===== config.mk =====
export PLATFORM = sky130hd
export DESIGN_NAME = sw_hit_encoder_flat
export DESIGN_NICKNAME = d
export VERILOG_FILES = /design/src/rtl/sw_hit_encoder_if.sv /design/src/rtl/sw_hit_encoder.sv /design/src/flat_wrapper.sv
export SDC_FILE = /design/constraint.sdc
export NUM_CORES = 1
export LEC_CHECK = 0
export CORE_MARGIN = 1.5
export CORE_UTILIZATION = 35
export DETAILED_ROUTE_END_ITERATION = 7
export PLACE_DENSITY = 0.54
export SYNTH_ARGS = -nofsm -noshare
export SYNTH_HDL_FRONTEND = slang
export SYNTH_SLANG_ARGS = --single-unit

===== constraint.sdc =====
create_clock -name clk -period 3 [get_ports clk]
set_input_delay 0.6 -clock clk [delete_from_list [all_inputs] [get_ports clk]]
set_output_delay 0.6 -clock clk [all_outputs]
set_load 0.02 [all_outputs]

===== src/rtl/sw_hit_encoder_if.sv =====
// Switch inputs and hit-event valid/ready handshake of sw_hit_encoder.
// master = the encoder, slave = the consumer (game FSM / bench).
interface sw_hit_encoder_if #(
  parameter int N_SW = 5
);
  logic [N_SW-1:0] sw_raw;
  logic [N_SW-1:0] sw_clean;
  logic            hit_valid;
  logic            hit_ready;
  logic [2:0]      hit_idx;
  logic [N_SW-1:0] hit_onehot;
  logic            multi_press;
  logic            overrun;

  modport master (
    input  sw_raw, hit_ready,
    output sw_clean, hit_valid, hit_idx, hit_onehot, multi_press, overrun
  );

  modport slave (
    output sw_raw, hit_ready,
    input  sw_clean, hit_valid, hit_idx, hit_onehot, multi_press, overrun
  );
endinterface


===== src/rtl/sw_hit_encoder.sv =====
// Synchronises, debounces and rise-detects the player switches, then hands out
// one hit event at a time over a valid/ready handshake.
module sw_hit_encoder #(
  parameter int N_SW            = 5,
  parameter int DEBOUNCE_CYCLES = 500000,
  parameter int CNT_W           = 20
) (
  input logic              clk,
  input logic              reset,
  sw_hit_encoder_if.master bus
);
  typedef enum logic {IDLE = 1'b0, PEND = 1'b1} state_t;

  localparam logic [CNT_W-1:0] CNT_LAST = CNT_W'(DEBOUNCE_CYCLES - 1);

  logic [N_SW-1:0] r_sync1, r_sync2, r_clean_d;
  logic [N_SW-1:0] w_clean, w_rise, w_rise_onehot;
  logic [2:0]      w_rise_idx;
  logic            w_rise_multi;

  state_t          r_state, w_state_next;
  logic [2:0]      r_idx, w_idx_next;
  logic [N_SW-1:0] r_onehot, w_onehot_next;
  logic            r_multi, w_multi_next;
  logic            r_overrun, w_overrun_next;
  logic            w_accept;

  always_ff @(posedge clk) begin
    if (!reset) begin
      r_sync1   <= '0;
      r_sync2   <= '0;
      r_clean_d <= '0;
    end else begin
      r_sync1   <= bus.sw_raw;
      r_sync2   <= r_sync1;
      r_clean_d <= w_clean;
    end
  end

  // Any return of the synced level to the clean level restarts the count.
  genvar gi;
  generate
    for (gi = 0; gi < N_SW; gi++) begin : g_deb
      logic [CNT_W-1:0] r_cnt;
      logic             r_lvl;

      always_ff @(posedge clk) begin
        if (!reset) begin
          r_cnt <= '0;
          r_lvl <= 1'b0;
        end else if (r_sync2[gi] == r_lvl) begin
          r_cnt <= '0;
        end else if (r_cnt == CNT_LAST) begin
          r_lvl <= r_sync2[gi];
          r_cnt <= '0;
        end else begin
          r_cnt <= r_cnt + 1'b1;
        end
      end

      assign w_clean[gi] = r_lvl;
    end
  endgenerate

  assign w_rise        = w_clean & ~r_clean_d;
  // Isolating the lowest set bit gives the lowest-index-wins one-hot directly.
  assign w_rise_onehot = w_rise & ~(w_rise - N_SW'(1));
  assign w_rise_multi  = (w_rise & (w_rise - N_SW'(1))) != '0;

  always_comb begin
    w_rise_idx = 3'd0;
    for (int i = N_SW - 1; i >= 0; i--) begin
      if (w_rise[i]) w_rise_idx = 3'(i);
    end
  end

  always_comb begin
    w_state_next   = r_state;
    w_idx_next     = r_idx;
    w_onehot_next  = r_onehot;
    w_multi_next   = r_multi;
    w_overrun_next = 1'b0;
    w_accept       = (r_state == PEND) && bus.hit_ready;
    case (r_state)
      IDLE: begin
        if (|w_rise) begin
          w_idx_next    = w_rise_idx;
          w_onehot_next = w_rise_onehot;
          w_multi_next  = w_rise_multi;
          w_state_next  = PEND;
        end
      end
      PEND: begin
        if (w_accept) begin
          if (|w_rise) begin
            w_idx_next    = w_rise_idx;
            w_onehot_next = w_rise_onehot;
            w_multi_next  = w_rise_multi;
          end else begin
            w_state_next = IDLE;
          end
        end else if (|w_rise) begin
          w_overrun_next = 1'b1;
        end
      end
      default: w_state_next = IDLE;
    endcase
  end

  always_ff @(posedge clk) begin
    if (!reset) begin
      r_state   <= IDLE;
      r_idx     <= 3'd0;
      r_onehot  <= '0;
      r_multi   <= 1'b0;
      r_overrun <= 1'b0;
    end else begin
      r_state   <= w_state_next;
      r_idx     <= w_idx_next;
      r_onehot  <= w_onehot_next;
      r_multi   <= w_multi_next;
      r_overrun <= w_overrun_next;
    end
  end

  assign bus.sw_clean    = w_clean;
  assign bus.hit_valid   = (r_state == PEND);
  assign bus.hit_idx     = r_idx;
  assign bus.hit_onehot  = r_onehot;
  assign bus.multi_press = r_multi;
  assign bus.overrun     = r_overrun;
endmodule


===== src/flat_wrapper.sv =====
// flat-port wrapper written by rule: the top's interface ports become plain ports
module sw_hit_encoder_flat 
#(
  parameter int N_SW            = 5,
  parameter int DEBOUNCE_CYCLES = 500000,
  parameter int CNT_W           = 20
)
  (clk, reset, bus_sw_raw, bus_hit_ready, bus_sw_clean, bus_hit_valid, bus_hit_idx, bus_hit_onehot, bus_multi_press, bus_overrun);
  sw_hit_encoder_if #(.N_SW(N_SW)) bus_i ();
  input logic clk;
  input logic reset;
  input wire logic [$bits(bus_i.sw_raw)-1:0] bus_sw_raw;
  input wire logic [$bits(bus_i.hit_ready)-1:0] bus_hit_ready;
  output wire logic [$bits(bus_i.sw_clean)-1:0] bus_sw_clean;
  output wire logic [$bits(bus_i.hit_valid)-1:0] bus_hit_valid;
  output wire logic [$bits(bus_i.hit_idx)-1:0] bus_hit_idx;
  output wire logic [$bits(bus_i.hit_onehot)-1:0] bus_hit_onehot;
  output wire logic [$bits(bus_i.multi_press)-1:0] bus_multi_press;
  output wire logic [$bits(bus_i.overrun)-1:0] bus_overrun;
  assign bus_i.sw_raw = bus_sw_raw;
  assign bus_i.hit_ready = bus_hit_ready;
  assign bus_sw_clean = bus_i.sw_clean;
  assign bus_hit_valid = bus_i.hit_valid;
  assign bus_hit_idx = bus_i.hit_idx;
  assign bus_hit_onehot = bus_i.hit_onehot;
  assign bus_multi_press = bus_i.multi_press;
  assign bus_overrun = bus_i.overrun;
  sw_hit_encoder #(.N_SW(N_SW), .DEBOUNCE_CYCLES(DEBOUNCE_CYCLES), .CNT_W(CNT_W)) u_core (.clk(clk), .reset(reset), .bus(bus_i));
endmodule

* After elaboration in Yosys (flattened, before gate mapping)
Cells that the tools add are included.
** Storage, ports and cells
- RAM bits :: 0
- ROM bits :: 0
- Output and inout bits :: 16
- Logic and storage cells :: 78
- Input bits :: 8
- Register bits :: 131
- Bits in latches :: 0
- Memories kept :: 0
** Operators by class
- Shift operators :: 0
- Equal/unequal tests :: 11
- $lt $le $gt $ge :: 0
- Reduce and logical (&&, ||, !) cells :: 14
- Divide/modulo/power cells :: 0
- Bitwise gates (word level) :: 12
- Multiplexer cells :: 17
- Add/sub/neg operators :: 6
- Multiply operators :: 0
** Operators by type and width (number)
- $add A20 B1 Y20 const B :: 5
- $eq A20 B19 Y1 const B :: 5
- $mux W3 :: 7
- $reduce_or A3 Y1 :: 6
- $and A5 B5 Y5 :: 3
- $mux W5 :: 2
- $not A5 Y5 :: 2
- $pmux W5 S2 :: 1
- $reduce_and A2 Y1 :: 5
- $not A1 Y1 :: 7
- $pmux W3 S2 :: 1
- $eq A1 B1 Y1 :: 5
- $reduce_bool A5 Y1 :: 1
- $reduce_or A5 Y1 :: 1
- $sub A5 B1 Y5 const B :: 1
- $mux W1 :: 4
- $pmux W1 S2 :: 2
- $ne A2 B2 Y1 const B :: 1
- $logic_and A1 B1 Y1 :: 1

* Depth between registers and ports, before layout
- Depth in word-level cells :: 10
- Gate-level depth with buffers :: 8
- Gate-level depth less buffers :: 6

* Worst setup path before layout
OpenSTA, ideal clock, no wires.
- Kind :: reg-to-reg
- Start point :: register u_core.g_deb[2].r_cnt[0]
- End point :: register u_core.g_deb[2].r_cnt[18]
- Cell stages (with the launch flop) :: 8
- Period minus slack after synthesis :: 1636 ps
- Data required time :: 2885 ps
- Library setup time :: 115 ps
- Path slack :: 1364 ps
- Buffers on the path :: 1
- Data arrival time :: 1521 ps
- Cells stage by stage :: dfxtp_1 -> ha_1 -> and4_1 -> nand3_2 -> nor4_2 -> or3_4 -> buf_6 -> nor2_1
** On the way
- Longest elaborated chain between the ends :: 2
- Elaborated cells between the ends (all ways) :: 3
- Those cells by class :: add/sub (1); eq/ne (1); reduce/logical (1)
** RTL lines
- from (decl) :: line sw_hit_encoder.sv:44 : logic [CNT_W-1:0] r_cnt;
- from (signal assigned) :: line sw_hit_encoder.sv:57 : r_cnt <= r_cnt + 1'b1;
- parallel branches: the longest is 2 deep, another holds $add A20 B1 Y20
Several ways; the timed one is not identified.
A chain may end at the register's enable or synchronous reset.

* Worst setup path after layout
- Start point :: register u_core.g_deb[1].r_lvl
- End point :: output port bus_sw_clean[1]
** RTL lines
- from (decl) :: line sw_hit_encoder.sv:45 : logic r_lvl;
- from (signal assigned) :: line sw_hit_encoder.sv:54 : r_lvl <= r_sync2[gi];
- to (decl) :: line flat_wrapper.sv:14 : output wire logic [$bits(bus_i.sw_clean)-1:0] bus_sw_clean;
No word-level cell between the ends.

==> impl_metrics.toml <==
[status]
status = "completed"

[timing]
finalCritPeriodShare_pct = 70.8
slew_headroom_pct = 56.0
rsz0062_at_grt = "no"
setup_viol = 0
fin_crit_ns = 2.12
fin_skew_ns = 0.0166
fmax_mhz = 471
hold_violations = 0
slew_viol_final = 0
worst_slew_pin_slew_ns = 0.655
setup-tns-final_ns = 0

[power_and_ir_drop]
clkPwrFrac_pct = 52.7
comb_power_share_pct = 1.0
leakagePower_nw = 2.06
p_int_mw = 3.00
irDropWorstVdd_v = 0.000396
p_seq_share_pct = 46.3
pwr_density_cell_mw_per_mm2 = 585
power_mw = 3.79
netSwitchingFraction_pct = 20.7
switching_power_mw = 0.785

[global_route]
grt_max_degree = 21
grt_pass1_vias = 3917
antenna_found_initial = 1
grt_pass1_wl_um = 17800
track_usage_pct = 13.6
grt_overflow = 0

[worst_setup_path]
worstPathCellList = "clkdlybuf4s50_1"
crit_family = "buffers and inverters"
arrival_ns = 1.52
path_max_fanout = 6
crit_slowest_cell = "clkdlybuf4s50_1"
cp.required_ns = 2.40
end_kind = "output pin"
crit_type = "flip-flop to output pin"
worst-path-buf-inv = 1
slowest_delay_ns = 0.66
start_kind = "flip-flop"

[finish]
drive_gt1_share_pct = 6.76
syn_to_final_growth_pct = 17.2
nets = 652
fill_cells = 1566

[yosys]
synth_edf_count = 0
yosysUniqueCellTypes = 41
synthTopCellsByArea = "dfxtp_1 (47%), nor2_1 (9.7%), xnor2_1 (7.6%), xor2_1 (7.5%), nand3_1 (4.0%)"
synth.avg_cell_area_um2 = 8.97
seq_area_frac_synth_pct = 47.5
synth_nets = 629
async_flop_share_pct = 0
yosysTopAreaCellShare_pct = 47.5
syn_area_mm2 = 0.00552
synth_ff_type = "dfxtp_1"
ys_ff_latch = 131
yosys.area.top_type = "dfxtp_1"
yosysWarnings = 0
synth_cells = 616

[routing]
ant_nets = 0
vias_per_cell = 4.70
finalWirelength_um = 10100
wl_per_cell_um = 11.7
num_vias = 4054
drt_iter0_markers = 163
drc = 0
firstDrtPassIters = 4

[min_path]
min_path_type = "flip-flop to flip-flop"

[run]
cap_violations = 0

[cts]
cts_tree = "done"
clock_sinks = 131
clockBufferDepth = 2
clk_latency_ns = 0.42
cts.hold.buffers_added = 0
cts_made_buffers = 17
cts_root_buf = "clkbuf_16"
post_cts_buffers = 0
cts_htree_levels = 4
clkSlewWorstSetupHoldPaths_ns = 0.06
ctsResizeCount = 0

[floorplanning]
fp.dieW_um = 129
start_util_pct = 36.1
die_h_um = 129
dieArea_mm2 = 0.0165
fp-row-count = 45
core_area_mm2 = 0.0153
ios = 24

[place]
port_buffers = 23
post-dp-hpwl_um = 6950
gp_congestion = 0.784
## logic make-up (layout without fill, tap and decap cells)
family                     Yosys count  in the layout  synth area share, %
xor gates and xnor gates            95             95                 15.1
muxes                                7              7                 1.27
adders and majority gates            6              6                 1.31
DFF                                131            131                 47.5
AOI/OAI and AO/OA                   13             13                 1.43
and+or+nand+nor                    329            329                 29.9
other                                0              1                    0
buffers and inverters               35             70                 3.58
## area by class of cell
| cell class | instances | area, um^2 | area share (%) |
|---|---|---|---|
| clock inverter | 12 | 135 | 2.09 |
| tap | 211 | 264 | 4.08 |
| inverter | 13 | 48.8 | 0.754 |
| sequential | 131 | 2620 | 40.5 |
| clock buffer | 19 | 443 | 6.84 |
| timing repair buffer | 26 | 253 | 3.90 |
| antenna | 1 | 2.50 | 0.0387 |
| multi-input combinational | 450 | 2700 | 41.8 |
## metrics by stage
| stage | hold slack [ns] | cells | util, % | setup slack [ns] | area [um^2] |
|---|---|---|---|---|---|
| 2_1_floorplan | 0.412 | 616 | - | 1.36 | 5520 |
| 3_3_place_gp | 0.413 | 831 | 38.5 | 0.739 | 5890 |
| 3_5_place_dp | 0.421 | 831 | 38.5 | 0.695 | 5890 |
| 4_1_cts | 0.435 | 862 | 42.2 | 0.849 | 6470 |
| 5_1_grt | 0.444 | 863 | 42.3 | 0.770 | 6470 |
| 6_report | 0.427 | 863 | 42.3 | 0.877 | 6470 |
## flip-flops by register name, summed over array words and instances, names as in the netlist
register                flops
u_core.bus.hit_idx          3
u_core.r_sync2              5
u_core.r_clean_d            5
u_core.g_deb.r_lvl          5
u_core.bus.overrun          1
u_core.r_sync1              5
u_core.bus.multi_press      1
u_core.bus.hit_valid        1
u_core.bus.hit_onehot       5
u_core.g_deb.r_cnt        100
## placed cells by master (no fill, tap or decap), types with 16 or more instances in the layout
cell and n:
nor3_1 16, nand3_1 44, nor2_1 143, nand2_1 26
xnor2_1 48, dfxtp_1 131, clkdlybuf4s50_1 23, xor2_1 47
nand4_1 24, clkbuf_16 17
## power by group through the flow
stage / Clock, mW / Combinational (mW) / Sequential, mW
after CTS: 2.06 / 0.0398 / 1.75
after floorplan: 0 / 0.0269 / 1.79
final: 2.00 / 0.0384 / 1.75
after global placement: 0 / 0.0388 / 1.79
after detailed placement: 0 / 0.0398 / 1.79
after global routing: 2.13 / 0.0443 / 1.75
## cell usage after synthesis (2+ instances only)
library cell,instances
a21oi_1,6
and2_1,15
and3_1,13
and4_1,4
buf_2,5
buf_4,10
buf_6,3
clkbuf_1,4
dfxtp_1,131
ha_1,5
inv_1,13
mux2i_1,7
nand2_1,26
nand2b_1,3
nand3_1,44
nand3_2,2
nand4_1,24
nor2_1,143
nor2b_1,9
nor3_1,16
nor4_1,9
nor4_2,4
nor4b_1,2
nor4bb_1,3
o21ai_0,3
or2_1,2
or3_1,3
xnor2_1,48
xor2_1,47
## final timing paths
path | to | startpoint | cells past startpoint | slack [ns]
worst max-delay path | bus_sw_clean[1] | u_core.g_deb[1].r_lvl | 1 | 0.88
worst min-delay path | u_core.r_sync2[0] | u_core.r_sync1[0] | 1 | 0.43
worst max register to register | u_core.g_deb[0].r_cnt[8] | u_core.g_deb[0].r_cnt[0] | 5 | 0.91
worst min register to register | u_core.r_sync2[0] | u_core.r_sync1[0] | 1 | 0.43
## per-layer routing
metal	track usage, %	part of all wire (%)	vias to the layer above
li1	-	-	2099
met1	17.1	50	1889
met2	20.9	45	55
met3	4.66	4.0	11
met4	6.68	0.87	0
met5	0	0	-
No activity file was read; power rests on OpenSTA's default activity.
